<file path="config.mk">
export PLATFORM = sky130hd
export DESIGN_NAME = down_timer_ctrl
export DESIGN_NICKNAME = d
export VERILOG_FILES = /design/src/rtl/timer_pkg.sv /design/src/rtl/sync_down_counter.sv /design/src/rtl/down_timer_ctrl.sv
export SDC_FILE = /design/constraint.sdc
export NUM_CORES = 1
export LEC_CHECK = 0
export CAP_MARGIN = 20
export CORE_MARGIN = 4
export CORE_UTILIZATION = 40
export DETAILED_ROUTE_END_ITERATION = 6
export GPL_ROUTABILITY_DRIVEN = 0
export HOLD_SLACK_MARGIN = 0.05
export PLACE_DENSITY_LB_ADDON = 0.08
export SLEW_MARGIN = 20
export SYNTH_ARGS = -nofsm -noshare
export SYNTH_HDL_FRONTEND = slang
export SYNTH_SLANG_ARGS = --single-unit
</file>
<file path="constraint.sdc">
create_clock -name clk -period 2.1 [get_ports clk]
set_input_delay 0.63 -clock clk [delete_from_list [all_inputs] [get_ports clk]]
set_output_delay 0.63 -clock clk [all_outputs]
set_load 0.1 [all_outputs]
</file>
<file path="src/rtl/timer_pkg.sv">
// Shared definitions for the countdown timer: FSM state codes, default sizing
// and the prescaler width helper.
package timer_pkg;

  localparam logic [1:0] ST_IDLE = 2'b00;
  localparam logic [1:0] ST_RUN  = 2'b01;
  localparam logic [1:0] ST_DONE = 2'b10;

  localparam int unsigned DEF_N   = 4;
  localparam int unsigned DEF_DIV = 1;

  // ceil(log2(v)), never less than 1 so a DIV=1 prescaler still has a bit
  function automatic int unsigned clog2_min1(input int unsigned v);
    int unsigned w;
    w = 0;
    while ((64'(1) << w) < 64'(v)) w++;
    if (w == 0) w = 1;
    return w;
  endfunction

endpackage

</file>
<file path="src/rtl/sync_down_counter.sv">
// N-bit synchronous down counter: clr forces all ones, load beats decrement.
module sync_down_counter #(
  parameter int unsigned N = 4
) (
  input  logic         clk,
  input  logic         clr,
  input  logic         load,
  input  logic [N-1:0] load_val,
  input  logic         en,
  output logic [N-1:0] q
);

  logic [N-1:0] q_q;
  logic [N-1:0] q_d;

  always_comb begin
    q_d = q_q;
    if (load) begin
      q_d = load_val;
    end else if (en) begin
      q_d = q_q - N'(1);
    end
  end

  always_ff @(posedge clk) begin
    if (clr) begin
      q_q <= '1;
    end else begin
      q_q <= q_d;
    end
  end

  assign q = q_q;

endmodule

</file>
<file path="src/rtl/down_timer_ctrl.sv">
// Programmable countdown timer: command-loaded down counter with prescaler,
// pause/abort, auto-reload, one-cycle terminal pulse and sticky done.
module down_timer_ctrl
  import timer_pkg::*;
#(
  parameter int unsigned N   = DEF_N,
  parameter int unsigned DIV = DEF_DIV
) (
  input  logic         clk,
  input  logic         clr,
  input  logic         cmd_valid,
  output logic         cmd_ready,
  input  logic [N-1:0] cmd_load,
  input  logic         cmd_auto,
  input  logic         pause,
  input  logic         abort,
  output logic [N-1:0] q,
  output logic         tc,
  output logic         busy,
  output logic         done
);

  localparam int unsigned    PW         = clog2_min1(DIV);
  localparam logic [PW-1:0]  PRESC_LAST = PW'(DIV - 1);

  logic [1:0]    state_q,  state_d;
  logic [PW-1:0] presc_q,  presc_d;
  logic [N-1:0]  reload_q, reload_d;
  logic          auto_q,   auto_d;
  logic          tc_q,     tc_d;

  logic          cnt_load;
  logic [N-1:0]  cnt_load_val;
  logic          cnt_en;
  logic [N-1:0]  cnt_q;

  sync_down_counter #(.N(N)) u_cnt (
    .clk      (clk),
    .clr      (clr),
    .load     (cnt_load),
    .load_val (cnt_load_val),
    .en       (cnt_en),
    .q        (cnt_q)
  );

  always_comb begin
    state_d      = state_q;
    presc_d      = presc_q;
    reload_d     = reload_q;
    auto_d       = auto_q;
    tc_d         = 1'b0;
    cnt_load     = 1'b0;
    cnt_load_val = cmd_load;
    cnt_en       = 1'b0;

    case (state_q)
      ST_IDLE, ST_DONE: begin
        if (cmd_valid) begin
          reload_d = cmd_load;
          auto_d   = cmd_auto;
          presc_d  = '0;
          cnt_load = 1'b1;
          // A zero one-shot load is already at terminal count
          if (cmd_load == '0 && !cmd_auto) begin
            tc_d    = 1'b1;
            state_d = ST_DONE;
          end else begin
            state_d = ST_RUN;
          end
        end
      end

      ST_RUN: begin
        if (abort) begin
          state_d = ST_IDLE;
        end else if (!pause) begin
          if (presc_q == PRESC_LAST) begin
            presc_d = '0;
            if (cnt_q > N'(1)) begin
              cnt_en = 1'b1;
            end else if (cnt_q == N'(1)) begin
              cnt_en = 1'b1;
              tc_d   = 1'b1;
              if (!auto_q) state_d = ST_DONE;
            end else begin
              // q==0 is only reachable in auto mode: reload from the held value
              cnt_load     = 1'b1;
              cnt_load_val = reload_q;
              tc_d         = (reload_q == '0);
            end
          end else begin
            presc_d = presc_q + PW'(1);
          end
        end
      end

      default: state_d = ST_IDLE;
    endcase
  end

  always_ff @(posedge clk) begin
    if (clr) begin
      state_q  <= ST_IDLE;
      presc_q  <= '0;
      reload_q <= '0;
      auto_q   <= 1'b0;
      tc_q     <= 1'b0;
    end else begin
      state_q  <= state_d;
      presc_q  <= presc_d;
      reload_q <= reload_d;
      auto_q   <= auto_d;
      tc_q     <= tc_d;
    end
  end

  assign q         = cnt_q;
  assign tc        = tc_q;
  assign busy      = (state_q == ST_RUN);
  assign done      = (state_q == ST_DONE);
  assign cmd_ready = (state_q == ST_IDLE) || (state_q == ST_DONE);

endmodule

</file>
## After elaboration in Yosys (flattened, before gate mapping)

Index checks and enable logic that the tools add are counted.

- Register bits after elaboration: 13
- Input bits: 10

- Reductions and logical operators: 12
- Magnitude comparators: 1
- Add/sub/neg operators: 2
- Eq/ne operators: 11
- Muxes and demuxes: 43

Operator list:

| cell | count |
|---|---|
| two-way mux 4 bit | 8 |
| two-way mux 1 bit | 23 |
| two-way mux 2 bit | 8 |
| inequality test 3 bit (second input constant) | 4 |
| zero test 4 bit | 2 |
| inequality test 2 bit (second input constant) | 3 |
| one-hot mux 1 bit (2 select lines) | 3 |
| AND reduction 6 bit | 1 |
| == test 4 x 1 -> 1 bit (second input constant) | 1 |
| greater-than comparator 4 x 1 -> 1 bit (second input constant) | 1 |
| one-hot mux 2 bit (2 select lines) | 1 |
| AND reduction 4 bit | 1 |
| nonzero test 2 bit | 2 |
| subtractor 4 x 1 -> 4 bit (second input constant) | 1 |
| inequality test 3 x 2 -> 1 bit (second input constant) | 1 |
| == test 2 x 1 -> 1 bit (second input constant) | 1 |
| == test 2 bit (second input constant) | 1 |
| zero test 2 bit | 1 |
| AND reduction 2 bit | 1 |
| OR reduction 2 bit | 1 |
| adder 1 bit (second input constant) | 1 |
| logical AND 1 bit | 1 |
| zero test 1 bit | 1 |
| logical OR 1 bit | 1 |

## Longest topological paths before layout

- Depth in word-level cells: 9
- Depth in mapped cells: 6
- Depth with buffers taken out: 6

## Modules after synthesis

A second synthesis with hierarchy kept.

- Cells, all modules: 76
- Area total of the unflattened synthesis: 689.4 µm²

Modules (own cells, without submodules):

| module | seq. area each (µm²) | cells each | times used | area an instance (µm²) |
|---|---|---|---|---|
| down_timer_ctrl | 160.2 | 52 | 1 | 442.9 |
| sync_down_counter | 80.1 | 24 | 1 | 246.5 |

## Worst setup path after synthesis

No wires, ideal clock.

- Path type: register -> output
- Start: reg state_q[0]
- End: out busy
- Arrival: 2.249 ns
- Stages on the path, launching flop included: 3
- Setup slack: -0.779 ns
- Buffers on the path: 0
- Data required time: 1.470 ns
- Cell sequence: dfxtp_1 -> inv_1 -> nor2_1

- Word-level cells in the longest chain between the ends: 1

Ends and longest elaborated chain:

| element | line | text |
|---|---|---|
| start, declared | down_timer_ctrl.sv:26 | `logic [1:0] state_q, state_d;` |
| start signal, assigned | down_timer_ctrl.sv:109 | `state_q <= state_d;` |
| == test 2 x 1 -> 1 bit | down_timer_ctrl.sv:119 | `assign busy = (state_q == ST_RUN);` |
| end, declared | down_timer_ctrl.sv:19 | `output logic busy,` |

No other way between the ends.

## Worst setup path after layout

- Start: in pause
- End: reg tc_q (netlist: tc)

- Word-level cells in the longest chain between the ends: 3

Ends and longest elaborated chain:

| element | line | text |
|---|---|---|
| start, declared | down_timer_ctrl.sv:15 | `input logic pause,` |
| two-way mux 1 bit | down_timer_ctrl.sv:76 | `end else if (!pause) begin` |
| two-way mux 1 bit | down_timer_ctrl.sv:74 | `if (abort) begin` |
| one-hot mux 1 bit (2 select lines) | down_timer_ctrl.sv:56 | `case (state_q)` |
| end signal, assigned | down_timer_ctrl.sv:113 | `tc_q <= tc_d;` |
| end, declared | down_timer_ctrl.sv:30 | `logic tc_q, tc_d;` |

No other way between the ends.
A chain may end at the register's enable or synchronous reset.

==> impl_metrics.toml <==
[clock_tree]
htree_levels = 1
cts_buffer_depth = 2
ctsHoldBuffers = 0
cts_made_buffers = 3
worst_skew_pair.late_latency_ns = 0.27
cts_root_buffer = "clkbuf_4"
cts_tree = "yes"
clk_pin_slew_worst_paths_ns = 0.08
cts_sinks = 12
post_cts_buffers = 0

[floorplanning]
io_pins = 18
num_rows = 14
initial_core_util_pct = 42.18
die_area_sq_mm = 0.002268
die_x_um = 47.63
die_y_um = 47.63
core_sq_mm = 0.001489

[timing]
worstMarginPinSlew_ns = 0.3550
fin_skew_ns = 0.005960
layout_setup_ws_ns = 0.1978
timing.fmax_mhz = 525.7
rsz0062_at_grt = "no"
post-route-min-period_ns = 1.902
slew_viol_final = 0
final-hold-violation-count = 0
fin_crit_sh_pct = 90.58
finalSetupViolCount = 0
slew_headroom_pct = 76.12
whs_ns = 0.4657

[power]
p_leak_nw = 0.4226
p_per_area_mw_per_mm2 = 620.3
vdd_drop_max_mv = 0.3786

[finish]
layout-drive-gt1-share_pct = 27.52
final_cells = 125
nNetsFinal = 123
antenna_cells = 0
areaGrowthSynthToFinish_pct = 63.15

[setup_path]
crit_end = "tc"
path_class = "input port to register"
crit_path_start_kind = "input port"
r2r_cells = 3
reg2reg_from = "state_q[1]"
r2r_slack_ns = 0.35
arrival_ns = 2.09
crit_start = "pause"
worstPathRequired_ns = 2.29
crit_path_max_fanout = 2
r2r_end = "tc"
end_kind = "register"

[synthesis]
syn_area_sq_um = 628.1
ys_seq_area_share_pct = 38.25
yosys_warnings = 0
muxShareOfSynthArea_pct = 0
synth_xor_area_share_pct = 0
yosysUniqueCellTypes = 22
synthAdderAreaFrac_pct = 3.984
syn-num-nets = 93
synth_top_family_by_area = "simple AND/OR/NAND/NOR gates"
syn_area_per_cell_sq_um = 7.754
yosys_register_bits = 12
synthCells = 81
yosys.area_share.simple_pct = 27.89
synth-compound-area-share_pct = 24.90

[status]
status = "finished clean"

[grt]
track_usage_pct = 16.32
grt_pass1_wl_um = 2663
gr-total-overflow = 0
antenna_found_initial = 0
grt_max_degree = 16
first_global_vias = 645

[detailed_routing]
drc = 0
via_per_inst = 5.472
detail_route.wl_per_cell_um = 12.82
vias = 684
drt-initial-drc-count = 5
antenna_left = 0
routed_wl_um = 1602
firstDrtPassIters = 4

[place]
io_buffers = 17
hpwl_um = 1255
dpl_worst_slack_ns = -0.3154
placed_cells = 122

[worst_hold_path]
hp-class = "register to register"

[run]
cap_violations = 0
-- where the power goes --
| group | internal [mW] | switching, mW | leakage (nW) | total (mW) |
|---|---|---|---|---|
| registers | 0.244 | 0.0223 | 0.0984 | 0.266 |
| clock network | 0.0663 | 0.0743 | 0.0138 | 0.141 |
| logic | 0.0952 | 0.134 | 0.310 | 0.229 |
-- kinds of logic (layout without fill, tap and decap cells) --
family / after synthesis / count (layout)
DFF: 12 / 12
and+or+nand+nor: 34 / 34
adders and majority gates: 2 / 2
AOI/OAI and AO/OA: 25 / 25
buffers and inverters: 8 / 36
-- registers in the layout (all words and copies together) (netlist names) --
signal,count
state_q,2
u_cnt.q,4
reload_q,4
auto_q,1
tc,1
-- placed cells by master, fill, tap and decap left out, types with 2 or more instances in the layout --
cell type / Yosys / final
dfxtp_2: 0 / 2
buf_4: 0 / 11
inv_1: 5 / 5
buf_12: 0 / 8
dfxtp_1: 12 / 10
clkbuf_4: 0 / 3
a21oi_1: 12 / 12
nor4_1: 2 / 2
ha_1: 2 / 2
nor2_1: 4 / 3
nor3_1: 3 / 3
a221oi_1: 5 / 4
o21ai_1: 2 / 2
nand2_1: 15 / 15
clkdlybuf4s50_1: 0 / 7
o21ai_0: 3 / 3
nor4b_1: 3 / 2
-- worst max-delay path, stage by stage --
cell,delay (ns)
dlygate4sd2_1,0.25
or4b_4,0.51
or4_4,0.49
a221oi_2,0.21
-- routing by layer --
layer	up-vias	GRT usage (%)	share of wire, %
li1	358	-	-
met1	306	21.12	47
met2	18	27.27	46
met3	2	2.256	6.3
met4	0	6.452	0.87
met5	-	0	0
-- repair_timing --
| action | 4_1_cts | 5_1_grt |
|---|---|---|
| pin swaps | 0 | 1 |
| hold endpoints to repair | 0 | 0 |
| gates resized for setup | 4 | 2 |
| endpoints found under the setup margin | 1 | 2 |
-- layout make-up --
type	instances	area (sq um)
clock buffers	3	22.52
fillers	122	464.2
inverters	5	18.77
multi-input cells	61	386.6
flip-flops and latches	12	242.7
well taps	16	20.02
repair buffers	28	334.1
-- how the worst min path moves through the flow --
stage	slack, ns	endpoint	startpoint	cells after the start
final	0.47	auto_q	auto_q	2
after global routing	0.51	auto_q	auto_q	2
after CTS	0.47	auto_q	auto_q	2
after detailed placement	0.46	auto_q	auto_q	2
after floorplan	0.44	auto_q	auto_q	2
after global placement	0.46	auto_q	auto_q	2
-- through the flow --
| step | TNS [ns] | util [%] | power (mW) | area [sq um] |
|---|---|---|---|---|
| 2_1_floorplan | -0.05030 | - | 0.3954 | 640.6 |
| 3_3_place_gp | -0.6037 | 65.88 | 0.4972 | 980.9 |
| 3_5_place_dp | -0.7297 | 65.88 | 0.4995 | 980.9 |
| 4_1_cts | 0 | 68.24 | 0.6389 | 1016 |
| 5_1_grt | 0 | 68.82 | 0.6665 | 1025 |
| 6_report | 0 | 68.82 | 0.6356 | 1025 |
-- synth_stat cells --
cell type / number / share of area, %
o21ai_1: 2 / 1.6
clkbuf_1: 2 / 1.2
nor4_1: 2 / 2.0
inv_1: 5 / 3.0
o311ai_0: 1 / 1.4
and2_1: 1 / 1.0
nor4b_1: 3 / 4.2
nor2_1: 4 / 2.4
nor2b_1: 2 / 2.0
o211ai_1: 1 / 1.2
a221oi_1: 5 / 7.0
nor3_1: 3 / 2.4
or4_1: 2 / 2.4
dfxtp_1: 12 / 38
or4b_1: 1 / 1.6
buf_2: 1 / 0.80
o21ai_0: 3 / 2.4
nand2_1: 15 / 9.0
o41a_1: 1 / 1.8
a21oi_1: 12 / 9.6
nand2b_1: 1 / 1.0
ha_1: 2 / 4.0
Note: power is estimated with default switching activity, not from simulation.
==> RTL change, RTL diff (config.mk and constraints unchanged) <==
The package constant `DEF_N` goes from 4 to 3.
--- a/src/rtl/timer_pkg.sv
+++ b/src/rtl/timer_pkg.sv
@@ -7,5 +7,5 @@
   localparam logic [1:0] ST_DONE = 2'b10;
 
-  localparam int unsigned DEF_N   = 4;
+  localparam int unsigned DEF_N   = 3;
   localparam int unsigned DEF_DIV = 1;
 
Ports: changed (resized cmd_load and q); port bits go from 18 to 16. The function was not compared with the original's and may differ.
==> RTL change against the unedited design <==
- synthesized cell count fell by 20%
- power shrank 9.4%
- final area fell by 13%
- sequential cell count fell by 2
- synthesized area decreased by 11%
- worst setup slack better by 0.0042 ns
- wire length decreased by 12%
- count of clock-buffer cells in the layout did not move
- final cell count fell by 15%
- highest routed layer unchanged
==> RTL change: results (changes against the unedited design) <==
- Outcome: complete, no violations
- Share of cell area taken by muxes after synthesis: 0% (unchanged)
- Global-route wire length before repair: 2.37 mm (-11%)
- Antenna Diode Count: 0 (unchanged)
- Share of synthesized area occupied by flip-flops and latches: 35.6% (-2.6 points)
- Endpoint of the worst hold-timing path: auto_q
- Yosys synthesis warning count: 0 (unchanged)
- First DRT Iteration DRCs: 10 (+5)
- Share of the synthesized area in compound gates (AO/OA/AOI/OAI): 19.4% (-5.5 points)
- Wire length on met3: 89 um (-12%)
- Antenna violations before repair: 0 (unchanged)
- Sum of routed wire segments on met1: 677 um (-9.1%)
- Wire length on met2: 610 um (-18%)
- Fraction of layout instances using a drive strength above 1: 31.9% (+4.3 points)
- CTS H-Tree Depth: 1 (unchanged)
- Final worst clock skew: 0.00774 ns (+0.00179 ns)
- Worst r2r dst: u_cnt.q[2]
- Largest buffer count on any clock path: 2 (unchanged)
- Cts bufs inserted: 3 (unchanged)
- Worst path slowest cell: or4b_4
- Inst Count DP: 103 (-16%)
- Count of cells along the worst register-to-register path: 5 (+2)
- Post-detailed-placement half-perimeter wirelength: 1.13 mm (-9.7%)
- Filler cells: 111 (-9.0%)
- Adder-Cell Fraction of Synth Area: 4.45% (+0.47 points)
- Vias per inst: 5.44 (-0.52%)
- Number of different library cells in the post-synthesis netlist: 29 (+32%)
- Hold Startpoint: auto_q
- Via count of the first global-routing pass: 552 (-14%)
- IO Port Bufs: 15 (-2)
- Count of non-filler cells in the finished layout: 106 (-15%)
- Post-synthesis cell count: 65 (-20%)
- Wirelength per Cell: 13.3 um (+3.5%)
- Critical-path maximum fanout: 6 (+4)
- Max IR drop VDD: 0.475 mV (+26%)
- Number of resized instances in the post-cts repair step: 0 (-4)
- Post-synthesis net count: 76 (-18%)
- Maximum number of pins on one net before global-route repair: 11 (-5)
- RR Startpoint: u_cnt.q[1]
- Post-synth top cells: dfxtp_1, nand2_1, inv_1
- Synthesized-area fraction occupied by xor and xnor cells: 0% (unchanged)
- Tot GR Track Use: 15.7% (-0.65 points)
- Leading cell type by number of instances after synthesis: dfxtp_1
- Cells taking the most area after synthesis: dfxtp_1, nand2_1, a31oi_1
- Transition time at the pin with the least slew margin: 0.448 ns (+0.0925 ns)
- Leakage component of the power: 0.367 nW (-13%)
- Later-pin clock latency in the skew report: 0.27 ns (about the same)
- Endpoint arrival time on the critical path: 2.11 ns (+0.02 ns)
- Maximum cell stage delay along the critical path: 0.58 ns (+0.07 ns)
RTL change: cell count changes after synthesis, moves of 3 or more:
cell,unedited run,this run
a21oi_1,12,4
nand2_1,15,8
a221oi_1,5,1
a31oi_1,0,4
or3_1,0,3
RTL change: worst max-delay path by stage:
stage,to,slack (ns)
after floorplan,busy,0.002
after global placement,u_cnt.q[0],-0.06
after detailed placement,u_cnt.q[0],-0.08
after CTS,u_cnt.q[0],0.20
after global routing,busy,0.12
final,u_cnt.q[0],0.20
RTL change: area by class of cell:
| cell class | instances | area [um2] | share of cell area, % |
|---|---|---|---|
| multi-input combinational | 47 | 338 | 37.9 |
| timing repair buffer | 26 | 290 | 32.6 |
| sequential | 10 | 203 | 22.8 |
| clock buffer | 3 | 22.5 | 2.53 |
| inverter | 5 | 18.8 | 2.11 |
| tap | 15 | 18.8 | 2.11 |
RTL change: through the flow:
stage | cell area (um2) | hold slack, ns | utilization [%] | worst slack, ns
after global routing | 891 | 0.498 | 67.6 | 0.125
after floorplan | 574 | 0.436 | - | 0.00204
after global placement | 868 | 0.458 | 65.9 | -0.0618
final | 891 | 0.469 | 67.6 | 0.202
after detailed placement | 868 | 0.460 | 65.9 | -0.0797
after CTS | 891 | 0.469 | 67.6 | 0.196
RTL change: cell families (layout without fill, tap and decap cells):
| family | after synthesis | after routing |
|---|---|---|
| compound gates | 16 | 16 |
| flops | 10 | 10 |
| fa+ha+maj | 2 | 2 |
| buf+inv | 8 | 34 |
| simple gates | 29 | 29 |
RTL change: power by group:
| group | total, W | internal, W | switching (W) |
|---|---|---|---|
| sequential | 0.000227 | 0.000204 | 0.0000227 |
| clock | 0.000138 | 0.0000664 | 0.0000714 |
| combinational | 0.000211 | 0.0000893 | 0.000122 |
| total | 0.000576 | 0.000360 | 0.000216 |
RTL change: metal layers:
metal	global-route usage, %	vias up
met2	24.5	17
met3	2.37	3
met5	0	-
met4	7.02	0
li1	-	297
met1	21.0	260
RTL change: worst min-delay path, stage by stage (launching register included):
cell,delay [ns]
dfxtp_1,0.32
nand2_1,0.05
a21oi_1,0.05
